### src/rtl/game_pkg.sv
// game_pkg: shared types and constants for the two-player status link.
// Status byte layout: {start_pressed, game_ended, score[5:0]}.
package game_pkg;

    typedef enum logic [1:0] {
        IDLE      = 2'd0,
        WAIT_ACK  = 2'd1,
        WAIT_DONE = 2'd2
    } link_tx_state_t;

    localparam int LINK_START_BIT = 7;
    localparam int LINK_END_BIT   = 6;
    localparam int LINK_SCORE_MSB = 5;

    localparam int unsigned LINK_HEARTBEAT_CYCLES = 650_000;
    localparam int unsigned LINK_TIMEOUT_CYCLES   = 6_500_000;
    localparam int unsigned LINK_CONFIRM_COUNT    = 2;
    localparam int unsigned LINK_ACK_TIMEOUT      = 16;

    // 3-bit increment that sticks at 7 instead of wrapping.
    function automatic logic [2:0] sat_inc3(input logic [2:0] v);
        return (v == 3'd7) ? v : v + 3'd1;
    endfunction

endpackage

### src/rtl/link_rx_filter.sv
// link_rx_filter: accepts an enemy status byte only after it has been
// received identically CONFIRM_COUNT times in a row, and tracks liveness.
// Ports:
//   i_clk, i_rst_n     clock, async active-low reset
//   i_rx_valid         one-cycle pulse, new byte on i_rx_data
//   i_rx_data[7:0]     received byte
//   o_enemy_status     last accepted byte (cleared on link timeout)
//   o_enemy_changed    one-cycle pulse when o_enemy_status updates
//   o_link_up          set by any accepted byte, cleared on timeout
module link_rx_filter
    import game_pkg::*;
#(
    parameter int unsigned TIMEOUT_CYCLES = LINK_TIMEOUT_CYCLES,
    parameter int unsigned CONFIRM_COUNT  = LINK_CONFIRM_COUNT
) (
    input  logic       i_clk,
    input  logic       i_rst_n,
    input  logic       i_rx_valid,
    input  logic [7:0] i_rx_data,
    output logic [7:0] o_enemy_status,
    output logic       o_enemy_changed,
    output logic       o_link_up
);

    localparam int TO_W = $clog2(TIMEOUT_CYCLES);
    localparam logic [TO_W-1:0] TO_LAST  = TO_W'(TIMEOUT_CYCLES - 1);
    localparam logic [2:0]      CONF_REQ = 3'(CONFIRM_COUNT);

    logic [7:0]      r_cand;
    logic [2:0]      r_conf;
    logic [7:0]      r_enemy;
    logic            r_changed;
    logic [TO_W-1:0] r_to_cnt;
    logic            r_link_up;

    logic [2:0] w_conf_nxt;
    logic       w_accept;

    assign w_conf_nxt = (i_rx_data == r_cand) ? sat_inc3(r_conf) : 3'd1;
    assign w_accept   = (w_conf_nxt >= CONF_REQ);

    always_ff @(posedge i_clk or negedge i_rst_n) begin
        if (!i_rst_n) begin
            r_cand    <= 8'h00;
            r_conf    <= 3'd0;
            r_enemy   <= 8'h00;
            r_changed <= 1'b0;
            r_to_cnt  <= '0;
            r_link_up <= 1'b0;
        end else begin
            r_changed <= 1'b0;
            // A byte arriving on the timeout cycle takes priority over the timeout.
            if (i_rx_valid) begin
                r_to_cnt <= '0;
                r_cand   <= i_rx_data;
                r_conf   <= w_conf_nxt;
                if (w_accept) begin
                    // A confirmed repeat of the current value still proves liveness.
                    r_link_up <= 1'b1;
                    if (i_rx_data != r_enemy) begin
                        r_enemy   <= i_rx_data;
                        r_changed <= 1'b1;
                    end
                end
            end else if (r_to_cnt == TO_LAST) begin
                // Counter parks here; enemy flags read 0 while the link is down.
                r_link_up <= 1'b0;
                r_enemy   <= 8'h00;
                r_conf    <= 3'd0;
            end else begin
                r_to_cnt <= r_to_cnt + 1'b1;
            end
        end
    end

    assign o_enemy_status  = r_enemy;
    assign o_enemy_changed = r_changed;
    assign o_link_up       = r_link_up;

endmodule

### src/rtl/game_link_ctl.sv
// game_link_ctl: sequences the two-player UART status exchange.
// Sends the local status byte on change and as a periodic heartbeat through
// a start/busy handshake, and filters/monitors the received enemy byte.
// Ports:
//   i_clk, i_rst_n      clock, async active-low reset
//   i_local_status[7:0] {start_pressed, game_ended, score[5:0]}
//   i_tx_busy           UART transmitter busy
//   o_tx_start          one-cycle send request
//   o_tx_data[7:0]      byte to send, held from o_tx_start until busy falls
//   i_rx_valid          one-cycle pulse, new byte on i_rx_data
//   i_rx_data[7:0]      received byte
//   o_enemy_status      last accepted enemy byte
//   o_enemy_changed     one-cycle pulse when o_enemy_status updates
//   o_link_up           enemy link alive
module game_link_ctl
    import game_pkg::*;
#(
    parameter int unsigned HEARTBEAT_CYCLES = LINK_HEARTBEAT_CYCLES,
    parameter int unsigned TIMEOUT_CYCLES   = LINK_TIMEOUT_CYCLES,
    parameter int unsigned CONFIRM_COUNT    = LINK_CONFIRM_COUNT,
    parameter int unsigned ACK_TIMEOUT      = LINK_ACK_TIMEOUT
) (
    input  logic       i_clk,
    input  logic       i_rst_n,
    input  logic [7:0] i_local_status,
    input  logic       i_tx_busy,
    output logic       o_tx_start,
    output logic [7:0] o_tx_data,
    input  logic       i_rx_valid,
    input  logic [7:0] i_rx_data,
    output logic [7:0] o_enemy_status,
    output logic       o_enemy_changed,
    output logic       o_link_up
);

    localparam int HB_W  = $clog2(HEARTBEAT_CYCLES);
    localparam int ACK_W = $clog2(ACK_TIMEOUT);
    localparam logic [HB_W-1:0]  HB_LAST  = HB_W'(HEARTBEAT_CYCLES - 1);
    localparam logic [ACK_W-1:0] ACK_LAST = ACK_W'(ACK_TIMEOUT - 1);

    link_tx_state_t   r_state;
    link_tx_state_t   w_state_nxt;
    logic             r_tx_start;
    logic [7:0]       r_tx_data;
    logic [7:0]       r_last_sent;
    logic [ACK_W-1:0] r_ack_cnt;
    logic [HB_W-1:0]  r_hb_cnt;

    logic w_send_req;
    logic w_launch;
    logic w_done;

    // Compared live against last_sent, so a change made mid-transfer is
    // picked up as soon as the FSM returns to IDLE.
    assign w_send_req = (i_local_status != r_last_sent) || (r_hb_cnt == HB_LAST);

    always_ff @(posedge i_clk or negedge i_rst_n) begin
        if (!i_rst_n) begin
            r_state <= IDLE;
        end else begin
            r_state <= w_state_nxt;
        end
    end

    always_comb begin
        w_state_nxt = r_state;
        w_launch    = 1'b0;
        w_done      = 1'b0;
        unique case (r_state)
            IDLE: begin
                if (w_send_req && !i_tx_busy) begin
                    w_state_nxt = WAIT_ACK;
                    w_launch    = 1'b1;
                end
            end
            WAIT_ACK: begin
                if (i_tx_busy) begin
                    w_state_nxt = WAIT_DONE;
                end else if (r_ack_cnt == ACK_LAST) begin
                    // No ack: back to IDLE with last_sent untouched, so it retries.
                    w_state_nxt = IDLE;
                end
            end
            WAIT_DONE: begin
                if (!i_tx_busy) begin
                    w_state_nxt = IDLE;
                    w_done      = 1'b1;
                end
            end
            default: w_state_nxt = IDLE;
        endcase
    end

    // r_tx_data doubles as the snapshot of the byte in flight.
    always_ff @(posedge i_clk or negedge i_rst_n) begin
        if (!i_rst_n) begin
            r_tx_start  <= 1'b0;
            r_tx_data   <= 8'h00;
            r_last_sent <= 8'h00;
            r_ack_cnt   <= '0;
            r_hb_cnt    <= '0;
        end else begin
            r_tx_start <= w_launch;
            if (w_launch) begin
                r_tx_data <= i_local_status;
            end
            if (w_done) begin
                r_last_sent <= r_tx_data;
            end
            if (w_launch) begin
                r_ack_cnt <= '0;
            end else if (r_state == WAIT_ACK && r_ack_cnt != ACK_LAST) begin
                r_ack_cnt <= r_ack_cnt + 1'b1;
            end
            if (w_done) begin
                r_hb_cnt <= '0;
            end else if (r_state == IDLE && r_hb_cnt != HB_LAST) begin
                r_hb_cnt <= r_hb_cnt + 1'b1;
            end
        end
    end

    assign o_tx_start = r_tx_start;
    assign o_tx_data  = r_tx_data;

    link_rx_filter #(
        .TIMEOUT_CYCLES (TIMEOUT_CYCLES),
        .CONFIRM_COUNT  (CONFIRM_COUNT)
    ) u_rx_filter (
        .i_clk           (i_clk),
        .i_rst_n         (i_rst_n),
        .i_rx_valid      (i_rx_valid),
        .i_rx_data       (i_rx_data),
        .o_enemy_status  (o_enemy_status),
        .o_enemy_changed (o_enemy_changed),
        .o_link_up       (o_link_up)
    );

endmodule

### config.mk
export PLATFORM = sky130hd
export DESIGN_NAME = game_link_ctl
export DESIGN_NICKNAME = d
export VERILOG_FILES = /design/src/rtl/game_pkg.sv /design/src/rtl/link_rx_filter.sv /design/src/rtl/game_link_ctl.sv
export SDC_FILE = /design/constraint.sdc
export NUM_CORES = 1
export LEC_CHECK = 0
export BUFFER_PORTS_ARGS = -buffer_cell sky130_fd_sc_hd__buf_2
export CAP_MARGIN = 20
export CELL_PAD_IN_SITES_DETAIL_PLACEMENT = 1
export CELL_PAD_IN_SITES_GLOBAL_PLACEMENT = 1
export CORE_MARGIN = 3
export CORE_UTILIZATION = 50
export DETAILED_ROUTE_END_ITERATION = 10
export PLACE_DENSITY_LB_ADDON = 0.1
export SLEW_MARGIN = 5
export SYNTH_ARGS = -nofsm -noshare
export SYNTH_HDL_FRONTEND = slang
export SYNTH_SLANG_ARGS = --single-unit
### constraint.sdc
create_clock -name i_clk -period 4.1 [get_ports i_clk]
set_input_delay 0.82 -clock i_clk [delete_from_list [all_inputs] [get_ports i_clk]]
set_output_delay 0.82 -clock i_clk [all_outputs]
set_load 0.01 [all_outputs]
---- Word-level counts from Yosys, hierarchy flattened ----
Cells that the tools add are included.
word-level totals
  flip-flop bits (word level) ............. 87
  output and inout bits ................... 19
  word-level logic and storage cells ...... 75
cells by class
  add/sub/neg operators ................... 4
  $lt $le $gt $ge ......................... 1
  equal/unequal tests ..................... 17
  muxes and demuxes ....................... 29
  reductions and logical operators ........ 12
operator list
  cell                     count
  $mux W23                 2
  $mux W20                 2
  $mux W8                  4
  $add A23 B1 Y23 const B  1
  $eq A23 B23 Y1 const B   1
  $add A20 B1 Y20 const B  1
  $eq A20 B20 Y1 const B   1
  $ne A20 B20 Y1 const B   1
  $ne A8 B8 Y1             2
  $mux W3                  4
  $mux W1                  10
  $eq A8 B8 Y1             1
  $mux W2                  4
  $mux W4                  2
  $ne A2 B2 Y1 const B     3
  $pmux W2 S3              1
  $reduce_and A3 Y1        2
  $reduce_bool A2 Y1       3
  $add A4 B1 Y4 const B    1
  $eq A4 B4 Y1 const B     1
  $ne A2 B1 Y1 const B     2
  $ne A4 B4 Y1 const B     1
  $add A3 B1 Y3 const B    1
  $eq A3 B3 Y1 const B     1
  9 further kinds          11

---- Logic depth before layout (Yosys ltp) ----
  depth after elaboration ................. 6
  gate-level depth with buffers ........... 7
  depth with buffers taken out ............ 6

---- By module ----
Synthesis repeated with hierarchy kept, for this count alone.
unflattened totals
  cell total of the unflattened synthesis .. 429
  area, all modules ....................... 4401.7 um2
by module, submodules not included
  module          times used  cells an instance  area each (um2)  sequential area each (um2)
  link_rx_filter  1           219                2293.4           1101.1
  game_link_ctl   1           210                2108.3           1076.0

---- Worst setup path before layout ----
Ideal clock, no wire load.
  path kind ............................... input to register
  from .................................... input port i_local_status[7]
  to ...................................... register r_tx_data[2] (netlist: o_tx_data[2])
  setup time .............................. 0.125 ns
  data arrival time ....................... 2.103 ns
  required time ........................... 3.975 ns
  setup slack ............................. 1.873 ns
  stages .................................. 6
  path buffers ............................ 1
  cell sequence ........................... xor2_1 nor4_1 nand2_1 o21ai_1 buf_2 mux2_2
between the ends
  cells in the longest elaborated chain, start to end .. 5
ends and longest elaborated chain
  what                    line                  text
  start: declaration      game_link_ctl.sv:25   input logic [7:0] i_local_status,
  $ne A8 B8 Y1            game_link_ctl.sv:55   assign w_send_req = (i_local_status != r_last_sent) || (r_hb_cnt == HB_LAST);
  $logic_or A1 B1 Y1      game_link_ctl.sv:55
  $logic_and A1 B1 Y1     game_link_ctl.sv:71   if (w_send_req && !i_tx_busy) begin
  $mux W1                 game_link_ctl.sv:71
  $mux W1                 game_link_ctl.sv:69   unique case (r_state)
  end signal: assignment  game_link_ctl.sv:105  r_tx_data <= i_local_status;
  end: declaration        game_link_ctl.sv:44   logic [7:0] r_tx_data;
Every way passes these cells.
A chain may end at the register's enable or synchronous reset.

---- Final worst setup path ----
  from .................................... input port i_rx_valid
  to ...................................... register u_rx_filter.r_enemy[3] (netlist: u_rx_filter.o_enemy_status[3])
between the ends
  cells in the longest elaborated chain, start to end .. 2
ends and longest elaborated chain
  what                                                                        line                  text
  start: declaration                                                          game_link_ctl.sv:29   input logic i_rx_valid,
  $ne A2 B1 Y1 (no source line) / $reduce_bool A2 Y1 (equally long branches)  --
  $reduce_and A3 Y1 (no source line)                                          --
  end signal: assignment                                                      link_rx_filter.sv:61  r_enemy <= i_rx_data;
  end: declaration                                                            link_rx_filter.sv:31  logic [7:0] r_enemy;
Parallel ways exist; a longest one is shown, timed or not.

==> flow_summary.yaml <==
clock_tree:
  clkTransAtPathRegs_ns: 0.09
  cts_tree: "done"
  numCtsBuffers: 9
  clock-sinks: 87
  cts-root-buf: "clkbuf_8"
  ctsResizeCount: 0
  clk_path_buf_depth: 2
  cts.hold.buffers_added: 0
  htreeDepth: 3
  post_cts_buffers: 0
  clk_latency_ns: 0.35
sta:
  finalCritPeriodShare_pct: 55.04
  grt_setup_unrepaired: "false"
  tightest_slew_ns: 0.7892
  finalClockSkew_ns: 0.009531
  slew_violations: 0
  max_clock_freq_ghz: 0.4431
  fin_crit_ns: 2.257
  slew_headroom_pct: 46.95
  fin_setup_tns_ns: 0
  hold_ws_ns: 0.3313
  hold_viol_final: 0
  finalSetupViolCount: 0
hold_path:
  min_path_type: "in -> async"
grt:
  use_met2_pct: 33.94
  grt.overflow.total: 0
  met3_usage_pct: 3.255
  grt_pass1_wl_um: 16220
  busiest_layer: "met2"
  grt_pass1_vias: 3409
  antenna_found_initial: 0
  grt_usage_pct: 20.41
  grtUsageMet1_pct: 26.80
  grt_max_degree: 88
placed_design:
  hpwl_um: 6506
  gp_congestion: 0.7438
  io_buffers: 38
cells_and_area:
  multi_input_area_sq_mm: 0.002047
  area_growth_pct: 12.46
  layout_common_cells: "87 x dfrtp_1, 47 x nand2_1, 37 x buf_2"
  ff_latch_area_sq_mm: 0.002177
  diodes: 0
  layout-drive-gt1-share_pct: 18.18
  final_common_cell: "dfrtp_1"
  final_net_count: 482
  fillCellCount: 927
flow_run:
  drv_cap: 0
pwr:
  peakVddDrop_mv: 0.2948
  power.density_mw_per_mm2: 452.4
  power.leakage_nw: 2.203
drt:
  drtIter0Drc: 89
  vias_per_cell: 5.702
  antenna_left: 0
  drc: 0
  dr.pass1.iters: 4
  wire_per_inst_um: 16.70
  wirelength_um: 9468
  routed-via-count: 3233
die:
  initial_core_util_pct: 51.89
  die_x_um: 98.81
  core_sq_mm: 0.008299
  die_height_um: 98.81
  io_pins: 39
  rows: 33
  die-area_sq_mm: 0.009762
synthesis:
  syn_inst: 417
  ys.flop_type: "dfrtp_1"
  synth_area_leaders: "dfrtp_1 51%, xor2_1 6.5%, xnor2_1 4.9%, mux2_2 4.2%, nand2_1 4.1%"
  synth_area_leader_cell: "dfrtp_1"
  avgSynthCellArea_sq_um: 10.33
  syn_nets: 441
  synth_seq_cells: 87
  synth_edf_count: 0
  mappedNetlistArea_sq_mm: 0.004307
  synth-async-reset-ratio_pct: 100.0
  ys_seq_area_share_pct: 50.55
  yosysWarnings: 0
  yosysUniqueCellTypes: 50
  synth.top_cell.area_share_pct: 50.55
critical_path:
  max_stage_delay_ns: 0.70
  crit_top_cell: "nand3_1"
  r2r_end: "u_rx_filter.o_link_up"
  crit_path_start_kind: "input port"
  cp.arrival_ns: 2.54
  r2r_cells: 6
  critPathMaxFanout: 37
  rrSetupSlack_ns: 1.91
  critPathSlowestCell: "nor4_2"
  end_kind: "flop"
  reg2reg_from: "u_rx_filter.r_to_cnt[0]"
  worst_ep_required_time_ns: 4.38
  worstSetupPathType: "in -> reg"
  path_cells: "buf_2 -> buf_4 -> nand3_1 -> nor4_2 -> nand3_1 -> a21oi_1"
status:
  status: "finished clean"
## through the flow
stage          util [%]  cell area, sq um  total power, W  setup WS, ns  cells
3_3_place_gp      55.48              4604        0.001524         1.600    551
4_1_cts           58.03              4816        0.002215         1.850    566
3_5_place_dp      55.48              4604        0.001555         1.475    551
2_1_floorplan         -              4307        0.001397         1.873    417
6_report          58.36              4843        0.002191         1.843    567
5_1_grt           58.36              4843        0.002326         1.668    567
## Yosys cell counts, types with 2 or more instances
master,instances
nand2b_1,3
nand2_1,47
clkbuf_1,8
xor2_1,32
a31oi_1,2
nor2_8,2
a21boi_0,2
and2_1,6
dfrtp_1,87
nor2_1,35
or4b_1,2
nor4_1,7
mux2i_1,2
nor4b_1,2
and4_1,6
mux2_2,16
o21ai_1,2
o21ai_0,18
and3_1,8
buf_2,3
o31ai_1,4
or3_1,7
a21oi_1,16
nand4_1,6
nor2b_1,3
ha_1,4
inv_1,9
nand3_1,24
or4_1,2
nor3_1,5
o22ai_1,2
xnor2_1,24
o211ai_1,4
## cells by family after synthesis
family / after synthesis / synth area share, %
XOR/XNOR: 56 / 11.39
multiplexers: 18 / 4.648
AND/OR/NAND/NOR: 174 / 22.34
flip-flops: 87 / 50.55
buffers and inverters: 21 / 1.917
adder cells (fa/ha/maj): 4 / 1.162
AO/OA/AOI/OAI: 57 / 7.990
## area by class of cell
cell class / count / share of cell area (%)
clock buffer: 11 / 2.919
clock inverter: 4 / 1.447
inverter: 9 / 0.6975
multi-input combinational: 309 / 42.26
sequential: 87 / 44.95
tap: 105 / 2.712
timing repair buffer: 42 / 5.012
## power by group
part | internal, W | leakage [nW] | switching, W
clock | 0.000355 | 0.109 | 0.000297
sequential | 0.00101 | 1.14 | 0.000129
combinational | 0.000191 | 0.958 | 0.000213
total | 0.00155 | 2.20 | 0.000640
## worst max path at each step
stage,depth (start not counted),startpoint,endpoint,slack [ns]
2_1_floorplan,6,i_local_status[7],o_tx_data[2],1.87
3_3_place_gp,6,i_rx_valid,u_rx_filter.o_enemy_status[6],1.60
3_5_place_dp,6,i_rx_valid,u_rx_filter.o_enemy_status[1],1.47
4_1_cts,6,i_rx_valid,u_rx_filter.o_enemy_status[1],1.85
5_1_grt,6,i_rx_valid,u_rx_filter.o_enemy_status[1],1.67
6_report,6,i_rx_valid,u_rx_filter.o_enemy_status[3],1.84
## worst max-delay path, delay by kind of cell
kind,cells,cell delay [ns]
simple gates,3,1.05
buf+inv,2,0.45
compound gates,1,0.18
## per-layer routing
layer / wire length, um / share of wire [%]
met2: 4792 / 51
met1: 4294 / 45
met3: 218 / 2.3
met5: 0 / 0
met4: 162 / 1.7
## state kept, by name, indices dropped and copies added (netlist names)
register	cells
r_hb_cnt	20
r_ack_cnt	4
o_tx_start	1
u_rx_filter.o_enemy_changed	1
u_rx_filter.o_enemy_status	8
u_rx_filter.o_link_up	1
r_state	2
u_rx_filter.r_cand	8
u_rx_filter.r_conf	3
u_rx_filter.r_to_cnt	23
o_tx_data	8
r_last_sent	8
No activity file was read; power rests on OpenSTA's default activity.
